### config.mk
export PLATFORM = sky130hd
export DESIGN_NAME = dac_serial_multi
export DESIGN_NICKNAME = d
export VERILOG_FILES = /design/src/rtl/dac_serial_pkg.sv /design/src/rtl/dac_tick_gen.sv /design/src/rtl/dac_serial_multi.sv
export SDC_FILE = /design/constraint.sdc
export NUM_CORES = 1
export LEC_CHECK = 0
export ABC_AREA = 1
export BUFFER_PORTS_ARGS = -buffer_cell sky130_fd_sc_hd__buf_2
export CORE_AREA = 2 2 113 159
export DETAILED_ROUTE_END_ITERATION = 10
export DIE_AREA = 0 0 115 161
export PLACE_DENSITY = 0.47
export RECOVER_POWER = 50
export SYNTH_ARGS = -nofsm -noshare
export SYNTH_HDL_FRONTEND = slang
export SYNTH_SLANG_ARGS = --single-unit
### constraint.sdc
create_clock -name clk_100M -period 2.3 [get_ports clk_100M]
set_input_delay 0.115 -clock clk_100M [delete_from_list [all_inputs] [get_ports clk_100M]]
set_output_delay 0.115 -clock clk_100M [all_outputs]
set_load 0.03 [all_outputs]
### src/rtl/dac_serial_pkg.sv
// rtl/dac_serial_pkg.sv - shared state enum, frame constants and helpers for the serial DAC updater
// Contents: dac_state_t, FRAME_BITS, DATA_BITS, MAX_CH, dac_frame(), rr_pick()
// Macro DAC_LDAC_EN adds the ST_LDAC state.
package dac_serial_pkg;

    localparam int FRAME_BITS = 24;
    localparam int DATA_BITS  = 16;
    localparam int MAX_CH     = 16;

`ifdef DAC_LDAC_EN
    typedef enum logic [2:0] {
        ST_IDLE, ST_LOAD, ST_SHIFT_HI, ST_SHIFT_LO, ST_TAIL, ST_GAP, ST_LDAC
    } dac_state_t;
`else
    typedef enum logic [2:0] {
        ST_IDLE, ST_LOAD, ST_SHIFT_HI, ST_SHIFT_LO, ST_TAIL, ST_GAP
    } dac_state_t;
`endif

    function automatic logic [FRAME_BITS-1:0] dac_frame(
        input logic [3:0]           cmd_nibble,
        input logic [3:0]           ch,
        input logic [DATA_BITS-1:0] data
    );
        return {cmd_nibble, ch, data};
    endfunction

    // Lowest pending channel at or above ptr, wrapping past num_ch-1 back to 0.
    // ptr < num_ch always holds, so ptr + i stays below 2*num_ch and one
    // subtraction is enough to wrap.
    function automatic logic [3:0] rr_pick(
        input logic [MAX_CH-1:0] pend,
        input logic [3:0]        ptr,
        input int                num_ch
    );
        logic [3:0] pick;
        logic       found;
        logic [4:0] idx;
        pick  = ptr;
        found = 1'b0;
        for (int i = 0; i < MAX_CH; i++) begin
            idx = {1'b0, ptr} + 5'(i);
            if (idx >= 5'(num_ch)) idx = idx - 5'(num_ch);
            if (i < num_ch && !found && pend[idx[3:0]]) begin
                pick  = idx[3:0];
                found = 1'b1;
            end
        end
        return pick;
    endfunction

endpackage

### src/rtl/dac_tick_gen.sv
// rtl/dac_tick_gen.sv - free-running clock-enable generator, one tick every CLK_DIV cycles
// Ports: clk_100M, rst_n (async, active low) in; tick out (single-cycle pulse).
module dac_tick_gen #(
    parameter int CLK_DIV = 25
) (
    input  logic clk_100M,
    input  logic rst_n,
    output logic tick
);

    localparam int CW = $clog2(CLK_DIV);

    logic [CW-1:0] cnt_q;

    assign tick = (cnt_q == CW'(CLK_DIV - 1));

    always_ff @(posedge clk_100M or negedge rst_n) begin
        if (!rst_n)    cnt_q <= '0;
        else if (tick) cnt_q <= '0;
        else           cnt_q <= cnt_q + 1'b1;
    end

endmodule

### src/rtl/dac_serial_multi.sv
// rtl/dac_serial_multi.sv - multi-channel change-driven serial DAC updater (SYNC/SCLK/SDIN)
// Ports: clk_100M, rst_n (async, active low), value[NUM_CH*16], force_update in;
//        busy, sclk, sdata, sync out; ldac_n out only when DAC_LDAC_EN is defined.
// Macro DAC_LDAC_EN adds the LDAC state, the LDAC_WIDTH parameter and the ldac_n port.
module dac_serial_multi
    import dac_serial_pkg::*;
#(
    parameter int         NUM_CH     = 2,
    parameter int         CLK_DIV    = 25,
    parameter logic [3:0] CMD_NIBBLE = 4'h1,
    parameter int         SYNC_GAP   = 2
`ifdef DAC_LDAC_EN
    , parameter int       LDAC_WIDTH = 2
`endif
) (
    input  logic                        clk_100M,
    input  logic                        rst_n,
    input  logic [NUM_CH*DATA_BITS-1:0] value,
    input  logic                        force_update,
    output logic                        busy,
    output logic                        sclk,
    output logic                        sdata,
    output logic                        sync
`ifdef DAC_LDAC_EN
    , output logic                      ldac_n
`endif
);

    logic tick;

    dac_tick_gen #(.CLK_DIV(CLK_DIV)) u_tick (
        .clk_100M (clk_100M),
        .rst_n    (rst_n),
        .tick     (tick)
    );

    dac_state_t state_q, state_d;
    logic [4:0] bit_q, bit_d;
    logic [3:0] ch_q, ch_d;
    logic [3:0] rr_q, rr_d;
    logic [7:0] cnt_q, cnt_d;
    logic [DATA_BITS-1:0] tx_q, tx_d;
    logic sclk_q, sclk_d, sync_q, sync_d, sdata_q, sdata_d;
`ifdef DAC_LDAC_EN
    logic ldac_q, ldac_d;
    assign ldac_n = ldac_q;
`endif
    logic tail_fire;

    logic [NUM_CH-1:0]    pending, pend_d;
    logic [MAX_CH-1:0]    pend_ext;
    logic [DATA_BITS-1:0] last_written [NUM_CH];
    logic [DATA_BITS-1:0] lw_d [NUM_CH];
    logic [DATA_BITS-1:0] sel_val;
    logic [FRAME_BITS-1:0] frame;

    assign frame = dac_frame(CMD_NIBBLE, ch_q, tx_q);
    assign busy  = (|pending) || (state_q != ST_IDLE);
    assign sclk  = sclk_q;
    assign sync  = sync_q;
    assign sdata = sdata_q;

    always_comb begin
        pend_ext = '0;
        pend_ext[NUM_CH-1:0] = pending;
        sel_val = '0;
        for (int c = 0; c < NUM_CH; c++)
            if (ch_q == 4'(c)) sel_val = value[c*DATA_BITS +: DATA_BITS];
    end

    // The dirty test compares against last_written as it will be after this
    // edge; otherwise the TAIL cycle would see the stale word and re-arm a
    // channel that was just written with its current value.
    always_comb begin
        for (int c = 0; c < NUM_CH; c++) begin
            lw_d[c]   = last_written[c];
            pend_d[c] = pending[c];
            if (tail_fire && ch_q == 4'(c)) begin
                lw_d[c]   = tx_q;
                pend_d[c] = 1'b0;
            end
            if (force_update || value[c*DATA_BITS +: DATA_BITS] != lw_d[c])
                pend_d[c] = 1'b1;
        end
    end

    always_ff @(posedge clk_100M or negedge rst_n) begin
        if (!rst_n) begin
            pending <= '1;
            for (int c = 0; c < NUM_CH; c++) last_written[c] <= '0;
        end else begin
            pending <= pend_d;
            for (int c = 0; c < NUM_CH; c++) last_written[c] <= lw_d[c];
        end
    end

    // IDLE selects on any cycle, not only on a tick, so a frame occupies
    // exactly LOAD + 48 shift + TAIL + SYNC_GAP ticks back to back.
    always_comb begin
        state_d   = state_q;
        bit_d     = bit_q;
        ch_d      = ch_q;
        rr_d      = rr_q;
        cnt_d     = cnt_q;
        tx_d      = tx_q;
        sclk_d    = sclk_q;
        sync_d    = sync_q;
        sdata_d   = sdata_q;
        tail_fire = 1'b0;
`ifdef DAC_LDAC_EN
        ldac_d    = ldac_q;
`endif
        case (state_q)
            ST_IDLE: if (|pending) begin
                ch_d    = rr_pick(pend_ext, rr_q, NUM_CH);
                state_d = ST_LOAD;
            end
            ST_LOAD: if (tick) begin
                tx_d    = sel_val;
                sync_d  = 1'b0;
                sclk_d  = 1'b1;
                bit_d   = 5'(FRAME_BITS - 1);
                state_d = ST_SHIFT_HI;
            end
            ST_SHIFT_HI: if (tick) begin
                sdata_d = frame[bit_q];
                sclk_d  = 1'b1;
                state_d = ST_SHIFT_LO;
            end
            ST_SHIFT_LO: if (tick) begin
                sclk_d = 1'b0;
                if (bit_q == 5'd0) state_d = ST_TAIL;
                else begin
                    bit_d   = bit_q - 5'd1;
                    state_d = ST_SHIFT_HI;
                end
            end
            ST_TAIL: if (tick) begin
                sclk_d    = 1'b1;
                sync_d    = 1'b1;
                sdata_d   = 1'b0;
                tail_fire = 1'b1;
                rr_d      = (ch_q == 4'(NUM_CH - 1)) ? 4'd0 : ch_q + 4'd1;
                cnt_d     = '0;
                state_d   = ST_GAP;
            end
            ST_GAP: if (tick) begin
                if (cnt_q == 8'(SYNC_GAP - 1)) begin
                    cnt_d = '0;
`ifdef DAC_LDAC_EN
                    if (!(|pending)) begin
                        ldac_d  = 1'b0;
                        state_d = ST_LDAC;
                    end else begin
                        state_d = ST_IDLE;
                    end
`else
                    state_d = ST_IDLE;
`endif
                end else begin
                    cnt_d = cnt_q + 8'd1;
                end
            end
`ifdef DAC_LDAC_EN
            ST_LDAC: if (tick) begin
                if (cnt_q == 8'(LDAC_WIDTH - 1)) begin
                    ldac_d  = 1'b1;
                    cnt_d   = '0;
                    state_d = ST_IDLE;
                end else begin
                    cnt_d = cnt_q + 8'd1;
                end
            end
`endif
            default: state_d = ST_IDLE;
        endcase
    end

    always_ff @(posedge clk_100M or negedge rst_n) begin
        if (!rst_n) begin
            state_q <= ST_IDLE;
            bit_q   <= '0;
            ch_q    <= '0;
            rr_q    <= '0;
            cnt_q   <= '0;
            tx_q    <= '0;
            sclk_q  <= 1'b1;
            sync_q  <= 1'b1;
            sdata_q <= 1'b0;
`ifdef DAC_LDAC_EN
            ldac_q  <= 1'b1;
`endif
        end else begin
            state_q <= state_d;
            bit_q   <= bit_d;
            ch_q    <= ch_d;
            rr_q    <= rr_d;
            cnt_q   <= cnt_d;
            tx_q    <= tx_d;
            sclk_q  <= sclk_d;
            sync_q  <= sync_d;
            sdata_q <= sdata_d;
`ifdef DAC_LDAC_EN
            ldac_q  <= ldac_d;
`endif
        end
    end

endmodule
==> results.json, run 1 <==
{
  "worstPathRequired_ns": 2.53,
  "num_io_pins": 39,
  "crit_fanout": 11,
  "dpl.cell_count": 936,
  "first_iter_violations": 277,
  "async_flop_share": 1.000,
  "arrival_ns": 2.31,
  "worstSetupEndpointType": "register",
  "grt_usage": 0.1557,
  "wl_per_cell_um": 14.83,
  "ys.flop_type": "dfrtp_1",
  "synth_nets": 743,
  "synth_edf_count": 0,
  "grt_max_degree": 44,
  "synth_area_mm2": 0.005022,
  "grt_pass1_vias": 4420,
  "ys_types": 42,
  "die_area_mm2": 0.01852,
  "fp-row-count": 57,
  "root_buffer": "clkbuf_16",
  "fp.dieW_um": 115,
  "num_antenna_cells": 0,
  "worstMarginPinSlew_ns": 1.180,
  "antenna_found_initial": 0,
  "dp_hpwl_um": 10890,
  "period_share": 0.9028,
  "synth.ff_latch_count": 82,
  "cap_violations": 0,
  "critPathKind": "register to register",
  "regArea_mm2": 0.002057,
  "fp.coreArea_mm2": 0.01712,
  "start_util": 0.2934,
  "startpoint_type": "register",
  "num_vias": 4590,
  "viasPerCell": 4.811,
  "cts_buffers": 9,
  "path_clk_slew_ns": 0.06,
  "cts_buffer_depth": 2,
  "gr-max-usage-layer": "met2",
  "finalCriticalPeriod_ns": 2.076,
  "cts_setup_buffers": 0,
  "use_met2": 0.2690,
  "h-tree-depth": 3,
  "hold_viol": 0,
  "synth_warnings": 0,
  "first_pass_iters": 6,
  "ir_drop_uv": 342.8,
  "ys_seq_area_frac": 0.4096,
  "slew_headroom": 0.2131,
  "multi_input_area_mm2": 0.002495,
  "area_growth_pct": 16.54,
  "final_cells": 954,
  "cts.sink_count": 82,
  "gp_routability_congestion": 0.8687,
  "fin_skew_ns": 0.007592,
  "hold_path.class": "primary input to register",
  "finalSetupTns_ns": 0,
  "nFillCells": 1832,
  "rsz0062_at_grt": "false",
  "syn_inst": 697,
  "met3_usage": 0.02176,
  "drive_above_1_share": 0.1337,
  "drt-total-wl_um": 14150,
  "avgSynthCellArea_um2": 7.206,
  "tritoncts": "yes",
  "slew_violations": 0,
  "timing.fmax_ghz": 0.4816,
  "drc": 0,
  "grt_pass1_wl_um": 22620,
  "leakagePower_nw": 3.021,
  "grt_overflow_total": 0,
  "postRouteAntennaNets": 0,
  "powerDensity_mw_per_mm2": 577.3,
  "fin_nets": 789,
  "die_h_um": 161,
  "setup_viol": 0,
  "grt_use_met1": 0.2014,
  "run_status": "completed",
  "port_buffers": 38,
  "clkLatencyLatePin_ns": 0.34
}
sequential cells by signal, summed over array words and instances (netlist names):
name / cells
rr_q: 4
last_written: 32
tx_q: 16
sync: 1
ch_q: 4
bit_q: 5
u_tick.cnt_q: 5
pending: 2
state_q: 3
sdata: 1
cnt_q: 8
sclk: 1
per-stage QoR:
| stage | utilization | total power [mW] | worst slack (ns) | hold WS (ns) | area, um^2 |
|---|---|---|---|---|---|
| 4_1_cts | 0.3425 | 3.426 | 0.1535 | 0.04612 | 5862 |
| 3_3_place_gp | 0.3212 | 1.680 | 0.2478 | 0.1704 | 5498 |
| 3_5_place_dp | 0.3212 | 1.681 | 0.1686 | 0.1782 | 5498 |
| 5_1_grt | 0.3420 | 3.489 | 0.04110 | 0.05928 | 5853 |
| 2_1_floorplan | - | 1.567 | 0.5355 | -0.1806 | 5022 |
| 6_report | 0.3420 | 3.379 | 0.2235 | 0.05431 | 5853 |
Yosys cell counts, types with 2 or more instances:
library cell | count | area (um^2)
a21oi_1 | 25 | 125.1
a22oi_1 | 3 | 22.52
buf_2 | 7 | 35.03
buf_6 | 3 | 33.78
clkbuf_1 | 4 | 15.01
dfrtp_1 | 78 | 1952
dfstp_2 | 4 | 105.1
ha_1 | 11 | 137.6
inv_1 | 96 | 360.4
inv_2 | 8 | 30.03
nand2_1 | 199 | 747.0
nand2_2 | 8 | 50.05
nand3_1 | 78 | 390.4
nand4_1 | 8 | 50.05
nor2_1 | 51 | 191.4
nor2_4 | 4 | 45.04
nor2_8 | 3 | 60.06
nor3_1 | 6 | 30.03
nor3b_1 | 3 | 22.52
o211ai_1 | 10 | 75.07
o21ai_0 | 46 | 230.2
o21ai_1 | 4 | 20.02
o21ai_2 | 6 | 52.55
o22ai_1 | 11 | 68.82
xnor2_1 | 2 | 17.52
xor2_1 | 3 | 26.28
cell usage in the layout, fill, tap and decap left out, types with 2 or more instances in the layout:
master | netlist | routed
a21oi_1 | 25 | 25
a22oi_1 | 3 | 3
buf_12 | 0 | 2
buf_2 | 7 | 36
buf_4 | 1 | 7
bufinv_16 | 0 | 3
clkbuf_1 | 4 | 4
clkbuf_16 | 0 | 9
clkbuf_8 | 0 | 2
dfrtp_1 | 78 | 78
dfstp_2 | 4 | 4
ha_1 | 11 | 11
inv_1 | 96 | 96
inv_2 | 8 | 8
nand2_1 | 199 | 199
nand2_2 | 8 | 7
nand3_1 | 78 | 78
nand3_2 | 1 | 2
nand4_1 | 8 | 8
nor2_1 | 51 | 51
nor2_4 | 4 | 4
nor2_8 | 3 | 3
nor3_1 | 6 | 6
nor3b_1 | 3 | 3
o211ai_1 | 10 | 10
o21ai_0 | 46 | 46
o21ai_1 | 4 | 4
o21ai_2 | 6 | 6
o22ai_1 | 11 | 11
xnor2_1 | 2 | 2
xor2_1 | 3 | 3
critical path: stages (launching register included):
cell	delay (ns)
dfrtp_1	0.41
inv_1	0.07
ha_1	0.16
nand2_2	0.10
nor2_8	0.26
nand2_1	0.26
nor3_2	0.31
nand2_1	0.12
nor3b_1	0.20
nor3_1	0.06
final timing paths:
check | cells after the start | slack (ns) | end | from
worst min register to register | 2 | 0.47 | sclk | sclk
worst max register to register | 9 | 0.22 | cnt_q[6] | u_tick.cnt_q[0]
worst max-delay path | 9 | 0.22 | cnt_q[6] | u_tick.cnt_q[0]
max in group asynchronous | 3 | 0.42 | last_written[3] | rst_n
worst min-delay path | 3 | 0.05 | tx_q[0] | value[0]
min in group asynchronous | 2 | 0.52 | last_written[20] | rst_n
per-layer routing:
layer	up-vias	part of all wire
li1	2351	-
met1	2144	0.44
met2	83	0.51
met3	12	0.037
met4	0	0.012
met5	-	0
power by group:
| part | leakage [nW] | switching [mW] | internal (mW) | total (mW) |
|---|---|---|---|---|
| sequential | 1.06 | 0.0176 | 1.46 | 1.47 |
| combinational | 1.79 | 0.115 | 0.0582 | 0.173 |
| clock | 0.169 | 0.610 | 1.12 | 1.73 |
final cells by class:
class                   instances  area share
clock inverters                 4     0.01667
repair buffers                 50     0.05109
multi-input cells             496      0.4263
well taps                     206     0.04404
inverters                     104     0.06670
flip-flops and latches         82      0.3514
clock buffers                  12     0.04382
what timing repair did:
action / CTS / global route
hold buffers: 1 / 0
hold endpoints to repair: 39 / 0
endpoints found under the setup margin: 0 / 1
gates resized for setup: 0 / 1
kinds of logic (layout without fill, tap and decap cells):
logic type      after synthesis  after routing  synth area share
compound gates              111            111            0.1278
xor+xnor                      5              5          0.008721
fa+ha+maj                    11             11           0.02740
buf+inv                     120            170           0.09666
flops                        82             82            0.4096
simple gates                368            369            0.3298
Power figures use the tool's default switching activity.
==> inputs of run 2 (changes only) <==
--- a/config.mk
+++ b/config.mk
@@ -5,12 +5,13 @@
 export SDC_FILE = /design/constraint.sdc
 export NUM_CORES = 1
 export LEC_CHECK = 0
-export ABC_AREA = 1
 export BUFFER_PORTS_ARGS = -buffer_cell sky130_fd_sc_hd__buf_2
-export CORE_AREA = 2 2 113 159
+export CELL_PAD_IN_SITES_DETAIL_PLACEMENT = 1
+export CELL_PAD_IN_SITES_GLOBAL_PLACEMENT = 2
+export CORE_AREA = 2 2 111 156
 export DETAILED_ROUTE_END_ITERATION = 10
-export DIE_AREA = 0 0 115 161
-export PLACE_DENSITY = 0.47
+export DIE_AREA = 0 0 113 158
+export PLACE_DENSITY = 0.66
 export RECOVER_POWER = 50
 export SYNTH_ARGS = -nofsm -noshare
 export SYNTH_HDL_FRONTEND = slang
==> results.json, run 2 <==
{
  "arrival_ns": 2.59,
  "port_buffers": 38,
  "hold_path.class": "primary input to register",
  "cts.sink_count": 82,
  "r2r_slack_ns": -0.03,
  "cts_buffers": 9,
  "finalCriticalPeriod_ns": 2.333,
  "critPathMaxStageDelay_ns": 0.38,
  "timing.fmax_ghz": 0.4286,
  "worstSetupEndpointType": "register",
  "antenna_found_initial": 0,
  "cp_slowest_cell": "a222oi_1",
  "synth_nets": 564,
  "crit_buf_inv": 2,
  "path_delay_family": "simple AND/OR/NAND/NOR gates",
  "ys_types": 62,
  "hold_depth": 3,
  "fp.dieW_um": 113,
  "grt_pass1_vias": 4541,
  "powerDensity_mw_per_mm2": 526.9,
  "r2r_cells": 9,
  "fp.coreArea_mm2": 0.01654,
  "ir_drop_uv": 358.3,
  "postRouteAntennaNets": 0,
  "start_util": 0.2926,
  "setup_ws_ns": -0.03330,
  "fin_skew_ns": 0.01049,
  "ys.flop_type": "dfrtp_1",
  "drive_above_1_share": 0.2546,
  "final_cell_mix": "dfrtp_1 (78), nand2_1 (61), buf_4 (47)",
  "final_common_cell": "dfrtp_1",
  "yosys.area.top_type": "dfrtp_1",
  "startpoint_type": "register",
  "fin_nets": 643,
  "die_h_um": 158,
  "min_from": "value[22]",
  "grt_overflow_total": 0,
  "grt_max_degree": 62,
  "crit_chain": "inv_1, ha_2, and4b_2, buf_4, nand4_4, mux2_2, a222oi_1, nor4b_2, o211ai_1",
  "h-tree-depth": 3,
  "setup_viol": 1,
  "run_status": "finished with violations",
  "num_io_pins": 39,
  "worstMarginPinSlew_ns": 1.269,
  "r2r-end": "pending[0]",
  "num_vias": 4295,
  "grt_pass1_wl_um": 25410,
  "avgSynthCellArea_um2": 9.341,
  "ys_seq_area_frac": 0.4251,
  "fp-row-count": 56,
  "viasPerCell": 5.342,
  "slew_headroom": 0.1540,
  "drt-total-wl_um": 15800,
  "critPathKind": "register to register",
  "grt_usage": 0.1852,
  "yosysMostFrequentCell": "dfrtp_1",
  "synth.ff_latch_count": 82,
  "top_register": "last_written",
  "num_antenna_cells": 0,
  "period_share": 1.014,
  "drc": 3,
  "holdPathEnd": "pending[1]",
  "nFillCells": 1882,
  "hold_viol": 0,
  "first_iter_violations": 225,
  "slew_violations": 0,
  "pre_cts_slack_ns": -0.08385,
  "cts_buffer_depth": 2,
  "root_buffer": "clkbuf_16",
  "cap_violations": 0,
  "syn_inst": 518,
  "synth_area_leaders": "dfrtp_1 (40%), nand2_1 (4.7%), mux2_2 (3.5%), nor2_1 (3.5%), o21ai_0 (3.4%)",
  "reg2reg_from": "u_tick.cnt_q[0]",
  "yosysTopAreaCellShare": 0.4034,
  "largestRegisters": "last_written (32), tx_q (16), cnt_q (8)",
  "path_clk_slew_ns": 0.06,
  "rsz0062_at_grt": "true",
  "synthTopCellsByCount": "dfrtp_1 (78), nand2_1 (61), nor2_1 (45), inv_1 (33), o21ai_0 (33)",
  "async_flop_share": 1.000,
  "crit_fanout": 3,
  "area_growth_pct": 24.31,
  "die_area_mm2": 0.01785,
  "wl_per_cell_um": 19.65,
  "final_core_util": 0.3637,
  "leakagePower_nw": 2.716,
  "clkLatencyLatePin_ns": 0.35,
  "tritoncts": "yes",
  "synth_edf_count": 0,
  "dp_hpwl_um": 11990,
  "first_pass_iters": 9,
  "violations": "DRC, setup timing",
  "synth_warnings": 0,
  "worstPathRequired_ns": 2.56,
  "synth_area_mm2": 0.004838,
  "gp_routability_congestion": 0.8859,
  "largest_reg_flops": 32
}
-- run 2: cell types whose count changed after synthesis, moves of 11 or more --
cell and delta:
o21ai_0 -13, nand2_1 -138, xnor2_1 +16, xor2_1 +11, nand3_1 -71, clkbuf_1 +16, mux2_2 +15, inv_1 -63
a22oi_1 +16
-- run 2: repair_timing --
action | 4_1_cts | 5_1_grt
setup endpoints to repair | 7 | 23
pin swaps | 2 | 4
hold buffers | 1 | 0
hold endpoints to repair | 21 | 0
gates cloned | 0 | 1
buffers inserted | 3 | 6
gates resized for setup | 4 | 20
-- run 2: kinds of logic (layout without fill, tap and decap cells) --
kind of cell | after synthesis | after routing | share of synthesized area
muxes | 27 | 27 | 0.07525
AOI/OAI and AO/OA | 130 | 130 | 0.1748
buffers and inverters | 58 | 141 | 0.04810
and+or+nand+nor | 178 | 178 | 0.1903
adders and majority gates | 11 | 11 | 0.02845
xor gates and xnor gates | 32 | 32 | 0.05793
DFF | 82 | 82 | 0.4251
-- run 2: layer usage --
| metal | GRT usage | routed length [um] | vias up |
|---|---|---|---|
| met1 | 0.2124 | 6472 | 2164 |
| met3 | 0.02948 | 436 | 26 |
| met4 | 0.07317 | 416 | 0 |
| met2 | 0.3419 | 8470 | 90 |
| li1 | - | - | 2015 |
| met5 | 0 | 0 | - |
-- run 2: area by class of cell --
| type | count | area (um^2) | area share |
|---|---|---|---|
| clock inverters | 3 | 40.04 | 0.006657 |
| well taps | 203 | 254.0 | 0.04223 |
| flip-flops and latches | 82 | 2057 | 0.3420 |
| inverters | 33 | 123.9 | 0.02059 |
| multi-input cells | 378 | 2639 | 0.4387 |
| clock buffers | 12 | 246.5 | 0.04098 |
| repair buffers | 93 | 654.4 | 0.1088 |
-- run 2: worst max-delay path by stage --
stage,start,endpoint,slack [ns],depth (start not counted)
6_report,u_tick.cnt_q[0],pending[0],-0.03,9
5_1_grt,u_tick.cnt_q[0],pending[0],-0.15,9
3_3_place_gp,u_tick.cnt_q[1],pending[0],-0.04,10
4_1_cts,u_tick.cnt_q[0],pending[0],-0.05,9
2_1_floorplan,rr_q[0],ch_q[1],0.009,8
3_5_place_dp,u_tick.cnt_q[1],pending[0],-0.08,9
-- run 2: through the flow --
stage	instances	setup TNS, ns	area (um^2)	hold slack, ns	total power, mW
2_1_floorplan	518	0	4841	-0.1806	1.587
3_3_place_gp	778	-0.03760	5534	0.03262	1.739
3_5_place_dp	778	-0.09866	5534	0.03693	1.741
6_report	804	-0.03330	6015	0.09410	3.169
5_1_grt	804	-0.1902	6015	0.09813	3.295
4_1_cts	797	-0.08962	5863	0.08546	3.224
-- run 2: power breakdown --
part / leakage [nW] / switching (mW) / internal [mW]
Combinational: 1.51 / 0.141 / 0.0893
Sequential: 1.06 / 0.0252 / 1.46
Clock: 0.142 / 0.594 / 0.863
Total: 2.72 / 0.760 / 2.41
-- run 2: worst reg2reg max path: stages (launching register included) --
cell	delay [ns]
dfrtp_1	0.37
inv_1	0.06
ha_2	0.17
and4b_2	0.27
buf_4	0.15
nand4_4	0.14
mux2_2	0.32
a222oi_1	0.38
nor4b_2	0.25
o211ai_1	0.12
